--- config.mk ---
export PLATFORM = sky130hd
export DESIGN_NAME = parity_err_ctrl
export DESIGN_NICKNAME = d
export VERILOG_FILES = /design/src/rtl/parity_ctrl_pkg.sv /design/src/rtl/parity_rr_arb.sv /design/src/rtl/parity_err_ctrl.sv
export SDC_FILE = /design/constraint.sdc
export NUM_CORES = 1
export LEC_CHECK = 0
export CORE_MARGIN = 2
export CORE_UTILIZATION = 45
export DETAILED_ROUTE_END_ITERATION = 10
export HOLD_SLACK_MARGIN = 0.12
export PLACE_DENSITY = 0.81
export SLEW_MARGIN = 25
export SYNTH_ARGS = -nofsm -noshare
export SYNTH_HDL_FRONTEND = slang
export SYNTH_SLANG_ARGS = --single-unit
export TNS_END_PERCENT = 30
--- constraint.sdc ---
create_clock -name i_clk -period 11.1 [get_ports i_clk]
set_clock_uncertainty 0.2 [all_clocks]
set_input_delay 2.22 -clock i_clk [delete_from_list [all_inputs] [get_ports i_clk]]
set_output_delay 2.22 -clock i_clk [all_outputs]
set_load 0.01 [all_outputs]
--- src/rtl/parity_ctrl_pkg.sv ---
// Shared definitions for the parity error controller: FSM state encoding and
// default parameter values used by the top level and its arbiter.
package parity_ctrl_pkg;

  typedef enum logic [1:0] {
    ST_IDLE = 2'd0,
    ST_CALC = 2'd1,
    ST_CMP  = 2'd2
  } state_t;

  localparam int DEF_DATA_WIDTH   = 32;
  localparam int DEF_PARITY_WIDTH = 4;
  localparam int DEF_N_REQ        = 4;
  localparam int DEF_CNT_WIDTH    = 16;

endpackage

--- src/rtl/parity_rr_arb.sv ---
// Round-robin arbiter: one-hot grant to the first asserted request found
// when scanning upward from the pointer, wrapping modulo N_REQ.
module parity_rr_arb
  import parity_ctrl_pkg::*;
#(
  parameter int N_REQ = DEF_N_REQ,
  parameter int IDX_W = $clog2(N_REQ)
) (
  input  logic [N_REQ-1:0] req,
  input  logic [IDX_W-1:0] ptr,
  output logic [N_REQ-1:0] grant
);

  logic [IDX_W-1:0] idx;
  logic             found;

  // N_REQ is a power of two, so the index wraps by plain truncation.
  always_comb begin
    grant = '0;
    found = 1'b0;
    idx   = '0;
    for (int i = 0; i < N_REQ; i++) begin
      idx = ptr + IDX_W'(i);
      if (!found && req[idx]) begin
        grant[idx] = 1'b1;
        found      = 1'b1;
      end
    end
  end

endmodule

--- src/rtl/parity_err_ctrl.sv ---
// Arbitrated odd-parity checker: accepts one request at a time, compares its
// per-lane parity two cycles later, and tracks sticky per-source error flags.
module parity_err_ctrl
  import parity_ctrl_pkg::*;
#(
  parameter int DATA_WIDTH   = DEF_DATA_WIDTH,
  parameter int PARITY_WIDTH = DEF_PARITY_WIDTH,
  parameter int N_REQ        = DEF_N_REQ,
  parameter int CNT_WIDTH    = DEF_CNT_WIDTH
) (
  input  logic                          i_clk,
  input  logic                          i_rst_n,
  input  logic                          i_en,
  input  logic [N_REQ-1:0]              i_req_valid,
  input  logic [N_REQ*DATA_WIDTH-1:0]   i_req_data,
  input  logic [N_REQ*PARITY_WIDTH-1:0] i_req_par,
  output logic [N_REQ-1:0]              o_req_ready,
  output logic                          o_res_valid,
  output logic [$clog2(N_REQ)-1:0]      o_res_src,
  output logic [PARITY_WIDTH-1:0]       o_res_err,
  input  logic [N_REQ-1:0]              i_irq_en,
  input  logic [N_REQ-1:0]              i_irq_clr,
  output logic [N_REQ-1:0]              o_irq_status,
  output logic                          o_irq,
  input  logic                          i_cnt_clr,
  output logic [CNT_WIDTH-1:0]          o_err_cnt
);

  localparam int IDX_W = $clog2(N_REQ);
  localparam int LANE  = DATA_WIDTH / PARITY_WIDTH;

  state_t                    state_reg;
  logic [IDX_W-1:0]          ptr_reg;
  logic [DATA_WIDTH-1:0]     cap_data_reg;
  logic [PARITY_WIDTH-1:0]   cap_par_reg;
  logic [IDX_W-1:0]          cap_idx_reg;
  logic                      res_valid_reg;
  logic [IDX_W-1:0]          res_src_reg;
  logic [PARITY_WIDTH-1:0]   res_err_reg;
  logic [N_REQ-1:0]          irq_status_reg;
  logic [CNT_WIDTH-1:0]      err_cnt_reg;

  logic [N_REQ-1:0]          grant;
  logic [IDX_W-1:0]          win_idx;
  logic                      accept;
  logic [PARITY_WIDTH-1:0]   lane_par;
  logic                      err_hit;
  logic [N_REQ-1:0]          set_mask;

  parity_rr_arb #(
    .N_REQ (N_REQ),
    .IDX_W (IDX_W)
  ) u_arb (
    .req   (i_req_valid),
    .ptr   (ptr_reg),
    .grant (grant)
  );

  always_comb begin
    win_idx = '0;
    for (int i = 0; i < N_REQ; i++) begin
      if (grant[i]) win_idx = IDX_W'(i);
    end
  end

  assign accept      = (state_reg == ST_IDLE) && i_en && (|i_req_valid);
  assign o_req_ready = accept ? grant : '0;

  for (genvar gi = 0; gi < PARITY_WIDTH; gi++) begin : g_lane
    assign lane_par[gi] = ~^cap_data_reg[gi*LANE +: LANE];
  end

  always_ff @(posedge i_clk or negedge i_rst_n) begin
    if (!i_rst_n) begin
      state_reg     <= ST_IDLE;
      ptr_reg       <= '0;
      cap_data_reg  <= '0;
      cap_par_reg   <= '0;
      cap_idx_reg   <= '0;
      res_valid_reg <= 1'b0;
      res_src_reg   <= '0;
      res_err_reg   <= '0;
    end else begin
      case (state_reg)
        ST_IDLE: begin
          res_valid_reg <= 1'b0;
          if (accept) begin
            cap_data_reg <= i_req_data[win_idx*DATA_WIDTH +: DATA_WIDTH];
            cap_par_reg  <= i_req_par[win_idx*PARITY_WIDTH +: PARITY_WIDTH];
            cap_idx_reg  <= win_idx;
            ptr_reg      <= win_idx + IDX_W'(1);
            state_reg    <= ST_CALC;
          end
        end
        ST_CALC: begin
          // Computed parity is registered already folded against the expected value.
          res_err_reg   <= lane_par ^ cap_par_reg;
          res_src_reg   <= cap_idx_reg;
          res_valid_reg <= 1'b1;
          state_reg     <= ST_CMP;
        end
        ST_CMP: begin
          res_valid_reg <= 1'b0;
          state_reg     <= ST_IDLE;
        end
        default: begin
          res_valid_reg <= 1'b0;
          state_reg     <= ST_IDLE;
        end
      endcase
    end
  end

  assign err_hit = res_valid_reg && (|res_err_reg);

  always_comb begin
    set_mask = '0;
    if (err_hit) set_mask[res_src_reg] = 1'b1;
  end

  // A new error always beats a same-cycle clear, for both flags and counter.
  always_ff @(posedge i_clk or negedge i_rst_n) begin
    if (!i_rst_n) begin
      irq_status_reg <= '0;
      err_cnt_reg    <= '0;
    end else begin
      irq_status_reg <= (irq_status_reg & ~i_irq_clr) | set_mask;
      if (err_hit) begin
        if (i_cnt_clr)
          err_cnt_reg <= CNT_WIDTH'(1);
        else if (err_cnt_reg != {CNT_WIDTH{1'b1}})
          err_cnt_reg <= err_cnt_reg + CNT_WIDTH'(1);
      end else if (i_cnt_clr) begin
        err_cnt_reg <= '0;
      end
    end
  end

  assign o_res_valid  = res_valid_reg;
  assign o_res_src    = res_src_reg;
  assign o_res_err    = res_err_reg;
  assign o_irq_status = irq_status_reg;
  assign o_irq        = |(irq_status_reg & i_irq_en);
  assign o_err_cnt    = err_cnt_reg;

endmodule

Word level (Yosys, flattened, before mapping)
Index checks and enable logic that the tools add are counted.
{"block": "op_classes", "bitwise": 8, "eq_ne": 3, "magnitude_cmp": 10, "n_shift": 2, "muxes": 37, "add_sub_neg": 5, "reduce_logical": 26}
{"operator": "128-bit by 8-bit indexed part select with 32-bit output", "count": 1}
{"operator": "16-bit two-way mux", "count": 4}
{"operator": "8-bit XNOR reduction", "count": 4}
{"operator": "4-bit two-way mux", "count": 6}
{"operator": "16-bit by 1-bit adder with 16-bit output, second input constant", "count": 1}
{"operator": "16-bit != test, second input constant", "count": 1}
{"operator": "4-bit bitwise OR", "count": 4}
{"operator": "16-bit by 5-bit indexed part select with 4-bit output", "count": 1}
{"operator": "2-bit by 3-bit < comparator with 1-bit output, second input constant", "count": 5}
{"operator": "1-bit two-way mux", "count": 14}
{"operator": "4-bit OR reduction", "count": 3}
{"operator": "1-bit logical AND", "count": 11}
{"operator": "1-bit demux with 2-bit select", "count": 5}
{"operator": "2-bit by 1-bit >= comparator with 1-bit output, second input constant", "count": 5}
{"operator": "4-bit bitwise AND", "count": 2}
{"operator": "1-bit binary-select mux with 2-bit select", "count": 4}
{"operator": "2-bit two-way mux", "count": 3}
{"operator": "2-bit by 1-bit adder with 2-bit output, second input constant", "count": 2}
{"operator": "2-bit adder, second input constant", "count": 2}
{"operator": "4-bit NOT", "count": 1}
{"operator": "2-bit case mux with 2 select lines", "count": 1}
{"operator": "2-bit AND reduction", "count": 2}
{"operator": "2-bit nonzero test", "count": 2}
{"operator": "4-bit XOR", "count": 1}
{"operator": "other kinds (4)", "count": 6}
{"block": "totals", "regBits": 69, "elab_cells": 101, "in_bits": 160, "out_inout_bits": 32}

Longest topological paths before layout
Gate-level depths: netlist of the first run.
{"block": "logic_depth", "word_depth": 16, "mapped_depth": 12, "depth_no_buf": 8}

Hierarchy
A second synthesis of the first run with hierarchy kept.
{"block": "unflattened", "hier_cells": 506, "area_unflattened_um2": 4628.2}
{"mod": "parity_err_ctrl", "area_each_um2": 4290.4, "cells_each": 470, "n_inst": 1}
{"mod": "parity_rr_arb", "area_each_um2": 337.8, "cells_each": 36, "n_inst": 1}

Worst setup path after synthesis of the first run
OpenSTA, ideal clock, no wires.
{"block": "synth_timing", "kind": "in2out", "startpoint": "input i_req_valid[1]", "endpoint": "output o_req_ready[2]", "required_time_ps": 8680, "arrival_time_ps": 3924, "cell_stages": 7, "slack_ps": 4756, "cell_sequence": "mux4_2 nor2b_1 a22oi_1 a21oi_1 clkbuf_1 clkbuf_1 and2_1"}
{"block": "synth_via", "elab_chain_cells": 13}
{"item": "start, declared", "line": "parity_err_ctrl.sv:14", "text": "input logic [N_REQ-1:0] i_req_valid,"}
{"item": "1-bit binary-select mux with 2-bit select", "line": "parity_rr_arb.sv:24", "text": "if (!found && req[idx]) begin"}
{"item": "1-bit two-way mux (not written as such)", "line": "parity_rr_arb.sv:24"}
{"item": "1-bit two-way mux", "line": "parity_rr_arb.sv:24"}
{"item": "1-bit logical NOT", "line": "parity_rr_arb.sv:24"}
{"item": "1-bit logical AND", "line": "parity_rr_arb.sv:24"}
{"item": "1-bit two-way mux", "line": "parity_rr_arb.sv:24"}
{"item": "1-bit logical NOT", "line": "parity_rr_arb.sv:24"}
{"item": "1-bit logical AND", "line": "parity_rr_arb.sv:24"}
{"item": "1-bit two-way mux", "line": "parity_rr_arb.sv:24"}
{"item": "1-bit logical NOT", "line": "parity_rr_arb.sv:24"}
{"item": "1-bit logical AND", "line": "parity_rr_arb.sv:24"}
{"item": "4-bit two-way mux", "line": "parity_rr_arb.sv:24"}
{"item": "4-bit two-way mux *", "line": "parity_err_ctrl.sv:67", "text": "assign o_req_ready = accept ? grant : '0;"}
{"item": "end, declared", "line": "parity_err_ctrl.sv:17", "text": "output logic [N_REQ-1:0] o_req_ready,"}
Mark *: on every way between the ends. The rest lies on a longest branch, timed or not. The select of a mux whose other input is x is not followed.

Worst setup path in the final report of the first run
{"block": "layout_timing", "startpoint": "input i_req_valid[0]", "endpoint": "output o_req_ready[3]"}
The elaborated chain is that of the path after synthesis.

==> key figures, run 1 <==
Detailed routing
  – Final Routed Wirelength: approximately 16 mm
  – Remaining number of nets flagged by the antenna check after routing: 0
  – Total vias in the final route: about 5500
  – Avg Vias per Cell: 6.06
  – Number of detailed-route iterations in the first pass: 5
  – Drt initial violations: 430
  – Average wire length per cell after detail routing: between 15 and 20 um
  – DRC errors left: 0

Power and ir drop
  – Switching fraction of total power: 0.463
  – Internal power contribution: ~1 mW
  – Peak VDD IR: between 0.00015 and 0.0002 V
  – Logic gate share of total power: 0.626
  – Clock network fraction of design power: 0.153
  – Leak Pwr: 2.87 nW
  – Overall power of the completed layout: between 1.5 and 2 mW
  – Sequential group share of total power: 0.221
  – Power density cells: between 200 and 300 nW/um^2
  – Sw Pwr: approximately 870 uW

Outcome
  – Outcome: finished clean

Yosys
  – Mux contribution to synthesized area: 0.104
  – Most used DFF post-synth: sky130_fd_sc_hd__dfrtp_1
  – Compound-gate portion of the synthesized area: 0.221
  – Simple-Gate Fraction of Synth Area: 0.198
  – Library cells used by synthesis: 49
  – Mean instance size in the synthesized netlist: ~8.6 sq um
  – Synthesis-stage register bit count: between 60 and 70
  – Post-synthesis sequential area ratio: 0.332
  – Combinational family with the most area after synthesis: compound AO/OA/AOI/OAI gates
  – Mapped Nets: between 700 and 800
  – Warnings, synthesis: 0
  – Number of enable-type register cells in the synthesized netlist: 0
  – Number of standard cells after synthesis: 605
  – Post-synthesis share of cell area spent on full adders, half adders and majority gates: 0.0192
  – Synth Area in XOR/XNOR: 0.0707
  – Fraction of registers with async set or reset after synthesis: 1.00
  – Cell area after synthesis: around 5200 sq um

Global route
  – Tot GR Track Use: 0.253
  – Maximum number of pins on one net before global-route repair: 84
  – Global-route wire length before repair: 25.9 mm
  – Gr ovfl total: 0
  – Antenna violations before repair: 0
  – Vias in the first global route: ~5400

Finish
  – Fraction of final layout cells sized beyond drive strength 1: 0.0505
  – Leading cell types in the layout, fill and taps excluded: sky130_fd_sc_hd__clkdlybuf4s50_1, sky130_fd_sc_hd__a31oi_1, sky130_fd_sc_hd__dfrtp_1
  – Synthesis-to-layout area growth: 43.6%
  – Non-Filler Cell Area, Final: around 7500 sq um
  – Area of combinational cells with multiple inputs: 3220 sq um
  – Number of flip-flops in the largest register: 32
  – Reg area: approximately 1700 sq um
  – Most common library cell in the layout ignoring fill and taps: sky130_fd_sc_hd__clkdlybuf4s50_1
  – Number of nets in the layout: between 900 and 1000
  – Fill cell instance count of the final layout: between 900 and 1000
  – Non-Filler Instances: roughly 920
  – Antenna diode count: 0
  – Layout Utilization: 0.657

Timing
  – Final critical-path share of the clock period: 0.693
  – Final Max Tran Viols: 0
  – Final setup margin: around 3400 ps
  – Max frequency: ~130 MHz
  – Max-Slew Margin vs Limit: 0.377
  – Final sum of negative setup slack: 0 ps
  – Final setup violation count: 0
  – Final Hold Violating Endpoints: 0
  – Worst hold slack across all endpoints: between 200 and 300 ps
  – Setup repair after global routing missed its margin: false
  – Final worst path period need: between 7000 and 8000 ps
  – Transition time at the pin with the least slew margin: 932 ps

CTS
  – Max Buffers Root-to-Sink: 2
  – Clk Tree Root Cell: sky130_fd_sc_hd__clkbuf_16
  – Cts bufs inserted: 9
  – Reg clk slew, reported paths: 50 ps
  – Post-cts resize count: 0
  – Count of hold-fix buffers inserted at cts: 0
  – CTS tree: done
  – H-tree level count: 3
  – TritonCTS sink count: 69
  – Clock Latency Late Sink: approximately 330 ps
  – Number of buffers added for setup after CTS: 0

Setup path
  – Worst setup path category: in -> out
  – Internal reg-to-reg setup slack: just over 6000 ps
  – Reg-to-Reg Start: ptr_reg[0]
  – Worst Path Required: 8680 ps
  – Type of destination of the critical path: output port
  – Top fanout value on the critical path: 38
  – Worst reg-to-reg path cell count: 10
  – FF-to-FF End: cap_idx_reg[1]
  – Crit path arrival time: approximately 5300 ps
  – Startpoint types: primary input

Placement
  – Gpl congestion: ~0.92
  – Count of buffers inserted at the top-level ports: about 190
  – Worst setup slack before clock tree synthesis: 3450 ps
  – Placed Area: just over 7000 sq um
  – Dpl hpwl: between 10 and 15 mm
  – Count of placed standard cells including taps: 899

Floorplan
  – Count of pins on the block boundary: around 190
  – Die height: around 110 um
  – Area of the die: around 12000 sq um
  – Effective utilization at floorplan: 0.457
  – Width of the die: ~110 um
  – Placeable Area: ~11000 sq um
  – Row count: 39

Flow run
  – Number of maximum-capacitance constraint violations: 0

Min path
  – Worst Hold Launch: cap_idx_reg[0]
  – Hold EP: o_res_src[0]
  – Hold Crit Depth: 2
  – Min-delay worst type: reg -> reg
==> worst max-delay path: stages <==
cell	delay [ps]
sky130_fd_sc_hd__clkdlybuf4s50_1	540
sky130_fd_sc_hd__mux4_2	650
sky130_fd_sc_hd__nor2_4	770
sky130_fd_sc_hd__and3_4	350
sky130_fd_sc_hd__nor3_4	50
sky130_fd_sc_hd__nor2b_1	110
sky130_fd_sc_hd__clkdlybuf4s50_1	550
==> power groups by stage <==
| stage | Sequential, mW | Clock [mW] | Combinational [mW] |
|---|---|---|---|
| floorplan | 0.404 | 0 | 0.874 |
| global placement | 0.415 | 0 | 1.14 |
| detailed placement | 0.419 | 0 | 1.17 |
| CTS | 0.416 | 0.291 | 1.17 |
| global route | 0.428 | 0.306 | 1.28 |
| finish | 0.416 | 0.288 | 1.18 |
==> layout make-up <==
| type | instances | share of cell area |
|---|---|---|
| multi-input combinational | 471 | 0.432 |
| timing repair buffer | 200 | 0.265 |
| sequential | 69 | 0.231 |
| clock buffer | 10 | 0.0320 |
| tap | 143 | 0.0240 |
| clock inverter | 6 | 0.00838 |
| inverter | 16 | 0.00804 |
==> logic make-up after synthesis <==
group	count (synthesis)
multiplexers	46
buffers and inverters	65
AND/OR/NAND/NOR	193
XOR/XNOR	42
AO/OA/AOI/OAI	182
adder cells (fa/ha/maj)	8
flip-flops	69
==> worst max path at each step <==
stage	end	slack, ps	depth (start not counted)	from
5_1_grt	o_req_ready[3]	3260	7	i_req_valid[3]
6_report	o_req_ready[3]	3410	7	i_req_valid[0]
4_1_cts	o_req_ready[3]	3450	7	i_req_valid[0]
3_3_place_gp	o_req_ready[3]	3520	7	i_req_valid[0]
2_1_floorplan	o_req_ready[2]	4760	7	i_req_valid[1]
3_5_place_dp	o_req_ready[3]	3450	7	i_req_valid[3]
==> cells in the mapped netlist (2+ instances only) <==
library cell / n / area share
sky130_fd_sc_hd__o22ai_1: 2 / 0.0024
sky130_fd_sc_hd__buf_6: 5 / 0.011
sky130_fd_sc_hd__xnor2_1: 34 / 0.057
sky130_fd_sc_hd__mux2_1: 2 / 0.0043
sky130_fd_sc_hd__mux2i_1: 37 / 0.071
sky130_fd_sc_hd__a21oi_1: 7 / 0.0067
sky130_fd_sc_hd__nor2_1: 55 / 0.040
sky130_fd_sc_hd__o21ai_0: 47 / 0.045
sky130_fd_sc_hd__nor4_1: 4 / 0.0048
sky130_fd_sc_hd__o31ai_1: 36 / 0.052
sky130_fd_sc_hd__ha_1: 8 / 0.019
sky130_fd_sc_hd__mux4_2: 6 / 0.026
sky130_fd_sc_hd__buf_2: 5 / 0.0048
sky130_fd_sc_hd__nand2_1: 20 / 0.014
sky130_fd_sc_hd__nand2b_1: 8 / 0.0096
sky130_fd_sc_hd__or3_1: 5 / 0.0060
sky130_fd_sc_hd__o32ai_1: 2 / 0.0034
sky130_fd_sc_hd__a22oi_1: 3 / 0.0043
sky130_fd_sc_hd__xor2_1: 8 / 0.013
sky130_fd_sc_hd__nor3_1: 8 / 0.0077
sky130_fd_sc_hd__nand4_1: 38 / 0.046
sky130_fd_sc_hd__clkbuf_1: 36 / 0.026
sky130_fd_sc_hd__inv_1: 16 / 0.012
sky130_fd_sc_hd__nor2b_1: 40 / 0.048
sky130_fd_sc_hd__and2_1: 3 / 0.0036
sky130_fd_sc_hd__buf_1: 3 / 0.0022
sky130_fd_sc_hd__a31oi_1: 73 / 0.088
sky130_fd_sc_hd__nand3_1: 5 / 0.0048
sky130_fd_sc_hd__dfrtp_1: 69 / 0.33
==> routing by layer <==
metal  share of wire  global-route usage  wire length, um
met5               0                   0                0
met4           0.027               0.102              435
met3           0.096              0.0561             1530
met2            0.49               0.433             7840
met1            0.39               0.311             6210
Note: power is estimated with default switching activity, not from simulation.
==> run 2: changes to the inputs <==
- CORE_UTILIZATION: 45 -> 41
- PLACE_DENSITY: 0.81 -> 0.78
- clock period: 11.1 -> 6.6 ns (I/O delays scaled with it)
==> key figures, run 2 (synthesis gave the netlist of run 1 again) <==
Setup path
  – Worst Path Required: 5080 ps (-3600 ps)
  – Worst reg-to-reg path cell count: 11 (+1)
  – Library cell appearing most often on the critical path: sky130_fd_sc_hd__clkdlybuf4s50_1
  – Crit path max-delay cell type: sky130_fd_sc_hd__mux4_2
  – Type of destination of the critical path: output port
  – Worst setup path category: in -> out
  – Startpoint types: primary input
  – Critical path launch point: i_req_valid[3]
  – CP peak stage delay: 660 ps (-110 ps)
  – FF-to-FF End: cap_data_reg[12]
  – Family with the most delay on the worst path: buffers and inverters
  – Top fanout value on the critical path: 37 (-2.6%)
  – Reg-to-Reg Start: ptr_reg[0]
  – Crit path arrival time: 4130 ps (-1140 ps)
  – Critical Path, Cell by Cell: clkdlybuf4s50_1, mux4_2, nor2_4, buf_4, and3_4, nor3_4, nor2b_1, clkdlybuf4s50_1
  – Internal reg-to-reg setup slack: 1890 ps (-4260 ps)
  – WP buf/inv: 3 (+1)

Detailed routing
  – Average wire length per cell after detail routing: 17.0 um (-2.8%)
  – Final Routed Wirelength: 16.1 mm (+0.37%)
  – Remaining number of nets flagged by the antenna check after routing: 0 (unchanged)
  – Number of detailed-route iterations in the first pass: 5 (unchanged)
  – DRC errors left: 0 (unchanged)
  – Total vias in the final route: 5490 (-0.99%)
  – Avg Vias per Cell: 5.81 (-4.1%)
  – Drt initial violations: 598 (+39%)

CTS
  – Reg clk slew, reported paths: 50 ps (about the same)
  – Clock Latency Late Sink: 320 ps (about the same)
  – Max Buffers Root-to-Sink: 2 (unchanged)
  – Clk Tree Root Cell: sky130_fd_sc_hd__clkbuf_16
  – CTS tree: done
  – Post-cts resize count: 0 (unchanged)
  – Number of buffers added for setup after CTS: 0 (unchanged)
  – TritonCTS sink count: 69 (unchanged)
  – Cts bufs inserted: 9 (unchanged)
  – Count of hold-fix buffers inserted at cts: 0 (unchanged)
  – H-tree level count: 3 (unchanged)

Timing
  – Final Max Tran Viols: 0 (unchanged)
  – Final setup margin: 947 ps (-2460 ps)
  – Final Hold Violating Endpoints: 0 (unchanged)
  – Final sum of negative setup slack: 0 ps (unchanged)
  – Final critical-path share of the clock period: 0.857
  – Transition time at the pin with the least slew margin: 873 ps (-58.5 ps)
  – Max-Slew Margin vs Limit: 0.418 (+0.0405)
  – Worst hold slack across all endpoints: 268 ps (-17.2 ps)
  – Max frequency: between 150 and 200 MHz
  – Final worst path period need: roughly 5700 ps
  – Final setup violation count: 0 (unchanged)
  – Setup repair after global routing missed its margin: false

Floorplan
  – Effective utilization at floorplan: 0.416 (-0.0419)
  – Die height: 117 um (+4.6%)
  – Count of pins on the block boundary: 192 (unchanged)
  – Row count: 41 (+5.1%)
  – Area of the die: 13600 sq um (+9.4%)
  – Width of the die: 117 um (+4.6%)
  – Placeable Area: 12500 sq um (+10%)

Placement
  – Worst setup slack before clock tree synthesis: 697 ps (-2750 ps)
  – Dpl hpwl: 11.7 mm (+2.3%)
  – Count of buffers inserted at the top-level ports: 191 (unchanged)
  – Count of placed standard cells including taps: 928 (+3.2%)
  – Gpl congestion: 0.846 (-8.0%)
  – Placed Area: 7200 sq um (+0.52%)

Finish
  – Synthesis-to-layout area growth: 44.7%
  – Fill cell instance count of the final layout: 1100 (+15%)
  – Fraction of final layout cells sized beyond drive strength 1: 0.0505 (-0.0000654)
  – Number of nets in the layout: 936 (+0.11%)
  – Most common library cell in the layout ignoring fill and taps: sky130_fd_sc_hd__clkdlybuf4s50_1
  – Leading cell types in the layout, fill and taps excluded: sky130_fd_sc_hd__clkdlybuf4s50_1, sky130_fd_sc_hd__a31oi_1, sky130_fd_sc_hd__dfrtp_1
  – Number of flip-flops in the largest register: 32 (unchanged)
  – Non-Filler Instances: 945 (+3.3%)
  – Layout Utilization: 0.601 (-0.0556)
  – Non-Filler Cell Area, Final: 7530 sq um (+0.77%)
  – Antenna diode count: 0 (unchanged)
  – Area of combinational cells with multiple inputs: 3230 sq um (about the same)
  – Reg area: 1730 sq um (unchanged)

Flow run
  – Number of maximum-capacitance constraint violations: 0 (unchanged)

Global route
  – Vias in the first global route: 5267 (-3.0%)
  – Antenna violations before repair: 0 (unchanged)
  – Maximum number of pins on one net before global-route repair: 70 (-17%)
  – Tot GR Track Use: 0.236 (-0.0171)
  – Gr ovfl total: 0 (unchanged)
  – Global-route wire length before repair: 25.4 mm (-2.0%)

Power and ir drop
  – Power density cells: 425 nW/um^2 (+68%)
  – Leak Pwr: 2.88 nW (+0.11%)
  – Peak VDD IR: 0.000221 V (+22%)
  – Overall power of the completed layout: 3.20 mW (+70%)

Min path
  – Hold EP: o_res_src[0]
  – Worst Hold Launch: cap_idx_reg[0]
  – Hold Crit Depth: 2 (unchanged)
  – Min-delay worst type: reg -> reg

Outcome
  – Outcome: finished clean
## run 2: power breakdown
| part | internal [mW] | switching (mW) |
|---|---|---|
| logic | 0.859 | 1.16 |
| clock network | 0.302 | 0.174 |
| registers | 0.569 | 0.129 |
## run 2: area by class of cell
cell class / instances / area share
clock buffer: 12 / 0.0328
clock inverter: 4 / 0.00632
inverter: 16 / 0.00798
multi-input combinational: 471 / 0.429
sequential: 69 / 0.229
tap: 172 / 0.0286
timing repair buffer: 201 / 0.266
## run 2: how the worst max path moves through the flow
stage	end	depth (start not counted)
3_3_place_gp	o_req_ready[2]	7
3_5_place_dp	o_req_ready[2]	7
5_1_grt	o_req_ready[3]	8
2_1_floorplan	o_req_ready[2]	7
6_report	o_req_ready[3]	8
4_1_cts	o_req_ready[2]	7
## run 2: worst reg2reg max path: cells and delay by family, from the launching register on
| kind | cells | cell delay, ps |
|---|---|---|
| buf+inv | 4 | 1330 |
| fa+ha+maj | 1 | 460 |
| simple gates | 4 | 1140 |
| compound gates | 1 | 130 |
| flops | 1 | 690 |
| mux | 1 | 630 |
## run 2: routing by layer
metal  share of wire  GRT usage
met1            0.39      0.296
met2            0.49      0.399
met3            0.10     0.0503
met5               0          0
met4           0.017     0.0925
==> run 3: changes to the inputs <==
- CAP_MARGIN: default -> 25
- CORE_UTILIZATION: 41 -> 40
- PLACE_DENSITY: 0.78 -> 0.76
==> key figures, run 3 (synthesis gave the netlist of run 1 again) <==
Placement
  – Dpl hpwl: 11.9 mm (+2.4%)
  – Count of placed standard cells including taps: 929 (+0.11%)
  – Count of buffers inserted at the top-level ports: 191 (unchanged)
  – Worst setup slack before clock tree synthesis: 1100 ps (+402 ps)
  – Gpl congestion: 0.895 (+5.9%)

Detailed routing
  – Avg Vias per Cell: 5.85 (+0.71%)
  – Average wire length per cell after detail routing: 17.6 um (+3.7%)
  – Drt initial violations: 637 (+6.5%)
  – Number of detailed-route iterations in the first pass: 5 (unchanged)
  – Final Routed Wirelength: 16.7 mm (+3.7%)
  – DRC errors left: 0 (unchanged)
  – Total vias in the final route: 5529 (+0.71%)
  – Remaining number of nets flagged by the antenna check after routing: 0 (unchanged)

CTS
  – Post-cts resize count: 0 (unchanged)
  – Clk Tree Root Cell: sky130_fd_sc_hd__clkbuf_16
  – Clock Latency Late Sink: 330 ps (about the same)
  – H-tree level count: 3 (unchanged)
  – Cts bufs inserted: 9 (unchanged)
  – Count of hold-fix buffers inserted at cts: 0 (unchanged)
  – Max Buffers Root-to-Sink: 2 (unchanged)
  – CTS tree: done
  – Number of buffers added for setup after CTS: 0 (unchanged)
  – Reg clk slew, reported paths: 50 ps (about the same)
  – TritonCTS sink count: 69 (unchanged)

Finish
  – Number of nets in the layout: 936 (unchanged)
  – Leading cell types in the layout, fill and taps excluded: sky130_fd_sc_hd__clkdlybuf4s50_1, sky130_fd_sc_hd__a31oi_1, sky130_fd_sc_hd__dfrtp_1
  – Layout Utilization: 0.592 (-0.00888)
  – Fraction of final layout cells sized beyond drive strength 1: 0.0505 (unchanged)
  – Number of flip-flops in the largest register: 32 (unchanged)
  – Non-Filler Instances: 945 (unchanged)
  – Antenna diode count: 0 (unchanged)
  – Most common library cell in the layout ignoring fill and taps: sky130_fd_sc_hd__clkdlybuf4s50_1
  – Synthesis-to-layout area growth: 44.3%

Setup path
  – Critical Path, Cell by Cell: clkdlybuf4s50_1, mux4_2, a221o_1, buf_4, and3_4, nor3_4, nor2b_1, clkdlybuf4s50_1
  – Crit path arrival time: 4020 ps (-110 ps)
  – Type of destination of the critical path: output port
  – Top fanout value on the critical path: 37 (unchanged)
  – Startpoint types: primary input
  – Worst setup path category: in -> out
  – WP buf/inv: 3 (unchanged)
  – CP peak stage delay: 580 ps (-80 ps)
  – Library cell appearing most often on the critical path: sky130_fd_sc_hd__clkdlybuf4s50_1
  – Worst Path Required: 5080 ps (about the same)
  – Crit path max-delay cell type: sky130_fd_sc_hd__mux4_2
  – Family with the most delay on the worst path: buffers and inverters

Timing
  – Setup repair after global routing missed its margin: false
  – Final setup violation count: 0 (unchanged)
  – Final Hold Violating Endpoints: 0 (unchanged)
  – Transition time at the pin with the least slew margin: 898 ps (+25.2 ps)
  – Max-Slew Margin vs Limit: 0.401 (-0.0168)
  – Final worst path period need: 5540 ps (-117 ps)
  – Final Max Tran Viols: 0 (unchanged)
  – Max frequency: 181 MHz (+2.1%)
  – Final critical-path share of the clock period: 0.839 (-0.0178)
  – Final setup margin: 1060 ps (+117 ps)
  – Final sum of negative setup slack: 0 ps (unchanged)
  – Worst hold slack across all endpoints: 272 ps (+4.19 ps)

Floorplan
  – Die height: 118 um (+1.2%)
  – Count of pins on the block boundary: 192 (unchanged)
  – Effective utilization at floorplan: 0.410 (-0.00505)
  – Row count: 41 (unchanged)
  – Width of the die: 118 um (+1.2%)
  – Placeable Area: 12700 sq um (+1.2%)
  – Area of the die: 13900 sq um (+2.4%)

Power and ir drop
  – Peak VDD IR: 0.000353 V (+60%)
  – Power density cells: 424 nW/um^2 (about the same)
  – Internal power contribution: 1.71 mW (-1.4%)
  – Clock network fraction of design power: 0.151 (+0.002)
  – Switching fraction of total power: 0.465 (+0.00589)
  – Sw Pwr: 1.48 mW (+0.93%)
  – Sequential group share of total power: 0.219 (about the same)
  – Leak Pwr: 2.87 nW (-0.25%)
  – Logic gate share of total power: 0.630 (-0.003)

Global route
  – Gr ovfl total: 0 (unchanged)
  – Vias in the first global route: 5355 (+1.7%)
  – Tot GR Track Use: 0.235 (-0.000670)
  – Maximum number of pins on one net before global-route repair: 70 (unchanged)
  – Global-route wire length before repair: 26.4 mm (+4.2%)
  – Antenna violations before repair: 0 (unchanged)

Min path
  – Min-delay worst type: reg -> reg

Flow run
  – Number of maximum-capacitance constraint violations: 0 (unchanged)

Outcome
  – Outcome: finished clean
==> run 3: cell types whose count changed in the layout (fill, tap and decap cells not counted) <==
cell	delta
sky130_fd_sc_hd__buf_4	+1
sky130_fd_sc_hd__buf_16	-1
==> run 3: power by group through the flow <==
stage | clock [mW] | combinational (mW) | sequential (mW)
after floorplan | 0 | 1.47 | 0.679
after global placement | 0 | 1.94 | 0.699
after detailed placement | 0 | 1.99 | 0.707
after CTS | 0.487 | 2.00 | 0.699
after global routing | 0.505 | 2.18 | 0.722
final | 0.480 | 2.01 | 0.699
==> run 3: worst paths after layout <==
path	startpoint	to	slack (ps)	cells past startpoint
setup reg to reg	ptr_reg[0]	cap_data_reg[24]	2000	10
hold / removal	cap_idx_reg[0]	o_res_src[0]	270	2
max in group asynchronous	i_rst_n	cap_data_reg[17]	4700	1
min in group asynchronous	i_rst_n	o_err_cnt[6]	920	1
setup / recovery	i_req_valid[0]	o_req_ready[3]	1060	8
hold reg to reg	cap_idx_reg[0]	o_res_src[0]	270	2
==> run 3: cell type report <==
class                   instances  area (sq um)
repair buffers                201          1980
inverters                      16          60.1
clock buffers                  12           246
clock inverters                 4          47.5
fillers                      1129          5160
well taps                     172           215
flip-flops and latches         69          1730
multi-input cells             471          3230
==> run 3: worst reg2reg max path, cell delays in order, from the launching register on <==
cell and delay [ps]:
sky130_fd_sc_hd__dfrtp_1 720, sky130_fd_sc_hd__inv_1 250, sky130_fd_sc_hd__ha_1 470, sky130_fd_sc_hd__mux4_2 650, sky130_fd_sc_hd__and3b_1 210, sky130_fd_sc_hd__buf_4 240, sky130_fd_sc_hd__nor3_4 170, sky130_fd_sc_hd__buf_4 440
sky130_fd_sc_hd__nand2b_1 460, sky130_fd_sc_hd__buf_4 390, sky130_fd_sc_hd__o31ai_1 300
==> run 3: through the flow <==
| stage | instance area (sq um) | power [mW] |
|---|---|---|
| floorplan | 5200 | 2.15 |
| global placement | 7210 | 2.64 |
| detailed placement | 7210 | 2.70 |
| CTS | 7510 | 3.18 |
| global route | 7510 | 3.41 |
| finish | 7510 | 3.18 |
==> run 3: layer usage <==
layer / wire length [um] / vias up / track usage
li1: - / 2591 / -
met5: 0 / - / 0
met3: 1640 / 34 / 0.0552
met2: 8170 / 327 / 0.395
met1: 6400 / 2577 / 0.289
met4: 460 / 0 / 0.0994
==> patch 1: new RTL, settings of run 2 <==
`DEF_DATA_WIDTH`: 32 -> 64.
--- a/src/rtl/parity_ctrl_pkg.sv
+++ b/src/rtl/parity_ctrl_pkg.sv
@@ -9,5 +9,5 @@
   } state_t;
 
-  localparam int DEF_DATA_WIDTH   = 32;
+  localparam int DEF_DATA_WIDTH   = 64;
   localparam int DEF_PARITY_WIDTH = 4;
   localparam int DEF_N_REQ        = 4;
Interface: changed (resized i_req_data); port bits go from 192 to 320. The function was not compared with the original's and may differ.
==> patch 1 against run 2 <==
- non-clock buffer count increased by 137
- design area up 61%
- wire length increased by 96%
- setup slack better by 0.13 ns
- hold slack improved by 0.039 ns
- power increased by 83%
- combinational power up 110%
- critical path depth is 1 lower
- synthesized area rose by 66%
- sequential cell count grew 32
==> patch 1: results <==
export IMPL_status="completed"
export IMPL_yosysUniqueCellTypes=55
export IMPL_largest_reg_flops=64
export IMPL_final_nets=1461
export IMPL_ys_seq_area_share_pct=29.3
export IMPL_cts_made_buffers=9
export IMPL_peakVddDrop_mv=0.512
export IMPL_drt_iter0_drc=643
export IMPL_crit_arrival_ns=4.00
export IMPL_dp_slack_ns=1.08
export IMPL_gp_congestion=0.881
export IMPL_p_leak_uw=0.00471
export IMPL_tightest_slew_ns=0.969
export IMPL_use_met2_pct=45.1
export IMPL_postCtsSetupBuffers=0
export IMPL_grt_pass1_vias=8939
export IMPL_ys_top_cells_by_count="dfrtp_1 (101), nor2_1 (89), clkbuf_1 (81)"
export IMPL_antenna_found_initial=0
export IMPL_p_sw_uw=2830
export IMPL_use_met3_pct=5.05
export IMPL_grt_pass1_wl_um=48500
export IMPL_wl_per_cell_um=21.8
export IMPL_crit_fanout=11
export IMPL_clk_latency_ns=0.36
export IMPL_hpwl_um=20700
export IMPL_post_route_cells_drive_above_1_share_pct=10.5
export IMPL_viasPerCell=6.29
export IMPL_grt_start_max_net_pins=70
export IMPL_grt_util_met1_pct=36.5
export IMPL_synth_area_top_cells="dfrtp_1 (29%), a221oi_2 (12%), a211o_1 (6.9%)"
export IMPL_port_buffers=319
export IMPL_powerSeq_uw=1100
export IMPL_synth_nets=1235
export IMPL_clkSlewWorstSetupHoldPaths_ns=0.07
export IMPL_powerComb_uw=4170
export IMPL_slowest_stage="clkdlybuf4s50_1"
export IMPL_grtUsageTotal_pct=27.7
export IMPL_hp_class="flip-flop to flip-flop"
export IMPL_htree_levels=3
-- patch 1: cell types whose count changed after synthesis, moves of 35 or more --
cell	run 2	this run
a221oi_2	0	68
nand4_1	38	73
nor2b_1	40	3
a21oi_1	7	73
nor4b_1	1	68
a211o_1	1	68
a31oi_1	73	2
clkbuf_1	36	81
-- patch 1: cells by family after synthesis --
logic type	count (synthesis)	synth area share, %
compound gates	325	32.9
simple gates	287	19.9
buf+inv	137	7.67
flops	101	29.3
xor+xnor	72	7.32
mux	11	1.84
fa+ha+maj	7	1.02
-- patch 1: cell type report --
class                   instances  area, sq um  share of cell area, %
multi-input cells             702         5520                   45.5
flip-flops and latches        101         2530                   20.8
clock buffers                   9          225                   1.85
diodes                          1         2.50                 0.0206
clock inverters                 7         93.8                  0.773
inverters                      14         52.6                  0.433
repair buffers                338         3380                   27.8
well taps                     275          344                   2.83
-- patch 1: metrics by stage --
step           hold slack, ns  power (uW)  instance area, sq um  instances
2_1_floorplan           0.251        4230                  8610        940
5_1_grt                 0.323        6240                 12100       1446
3_3_place_gp            0.266        5170                 11800       1429
6_report                0.308        5850                 12100       1447
4_1_cts                 0.299        5840                 12100       1446
3_5_place_dp            0.280        5240                 11800       1430
-- patch 1: per-layer routing --
layer  share of wire, %  wire length (um)
met3                7.3              2300
met5                  0                 0
met1                 41             13000
met2                 48             15200
met4                3.2              1020
-- patch 1: worst paths after layout --
kind,endpoint,slack (ns),startpoint,depth (start not counted)
max,o_req_ready[2],1.08,i_req_valid[3],7
min,o_res_src[0],0.31,cap_idx_reg[0],2
max reg2reg,cap_data_reg[34],1.69,ptr_reg[0],9
min reg2reg,o_res_src[0],0.31,cap_idx_reg[0],2
max in group asynchronous,cap_data_reg[4],4.20,i_rst_n,2
min in group asynchronous,cap_data_reg[19],0.75,i_rst_n,1
==> patch 2: new RTL, flow settings as in run 2 <==
Without the edit above. The 3 states of `state_t` get a one-hot encoding in 3 bits.
--- a/src/rtl/parity_ctrl_pkg.sv
+++ b/src/rtl/parity_ctrl_pkg.sv
@@ -3,8 +3,8 @@
 package parity_ctrl_pkg;
 
-  typedef enum logic [1:0] {
-    ST_IDLE = 2'd0,
-    ST_CALC = 2'd1,
-    ST_CMP  = 2'd2
+  typedef enum logic [2:0] {
+    ST_IDLE = 3'b001,
+    ST_CALC = 3'b010,
+    ST_CMP  = 3'b100
   } state_t;
 
Behaviour: no difference found for any inputs over 10 cycles, from zero or initial values and one cycle with i_rst_n low; not proved beyond that.
==> patch 2 against run 2 <==
- utilization rose by 0.86 points
- power rose by 2.9%
- count of clock-buffer cells in the layout fell by 2
- design area fell by 2.3%
- synthesized area fell by 2.1%
- first-iteration DRC count fell by 18%
- sequential cell count rose by 1
- setup slack got worse by 0.014 ns
- wire length fell by 8.5%
- critical endpoint unchanged
==> patch 2: results <==
export IMPL_tightest_slew_ns=1.02
export IMPL_crit_arrival_ns=4.15
export IMPL_viasPerCell=5.57
export IMPL_status="completed"
export IMPL_yosysUniqueCellTypes=64
export IMPL_p_leak_uw=0.00285
export IMPL_placed_cell_area_sq_mm=0.00702
export IMPL_fin_util_pct=61.0
export IMPL_wl_per_cell_um=17.0
export IMPL_wl_met2_um=7370
export IMPL_crit_fanout=9
export IMPL_ys_top_cells_by_count="dfrtp_1 (69), nor2_1 (63), o211ai_1 (37)"
export IMPL_fillers=977
export IMPL_clkbuf_count=10
export IMPL_wl_met3_um=886
export IMPL_reg2reg_slack_ns=2.18
export IMPL_n_sequential_cell=70
export IMPL_grt_start_max_net_pins=75
export IMPL_multi_input_cells=403
export IMPL_wl_met1_um=6230
export IMPL_fin_area_sq_mm=0.00736
export IMPL_synth_nets=699
export IMPL_hpwl_um=10800
export IMPL_buffers_excl_clock=198
export IMPL_dp_cells=849
export IMPL_clock_fmax_mhz=176
export IMPL_hold_slack_ns=0.305
export IMPL_multi_input_area_sq_mm=0.00306
export IMPL_grt_pass1_wl_um=23300
export IMPL_seq_share_pct=23.8
export IMPL_worst_r2r_cell_count=8
export IMPL_dp_slack_ns=1.02
[patch 2: path summary, 6_finish.rpt]
path                           startpoint          endpoint
hold reg to reg            cap_idx_reg[0]    cap_idx_reg[0]
hold / removal             cap_idx_reg[0]    cap_idx_reg[0]
max in group asynchronous         i_rst_n   cap_data_reg[5]
min in group asynchronous         i_rst_n     o_err_cnt[10]
setup reg to reg               ptr_reg[0]  cap_data_reg[28]
setup / recovery           i_req_valid[0]    o_req_ready[3]
[patch 2: power breakdown]
part	internal [uW]	switching, uW
clock network	344	186
registers	597	156
logic	910	1100
total	1850	1440
[patch 2: kinds of logic (layout without fill, tap and decap cells)]
group                      count (synthesis)  count (layout)  synth area share, %
muxes                                      9               9                 2.95
AOI/OAI and AO/OA                        186             186                 30.9
adders and majority gates                  8               8                 1.97
and+or+nand+nor                          156             156                 15.5
DFF                                       70              70                 34.4
xor gates and xnor gates                  44              44                 7.57
buffers and inverters                     58             224                 6.68
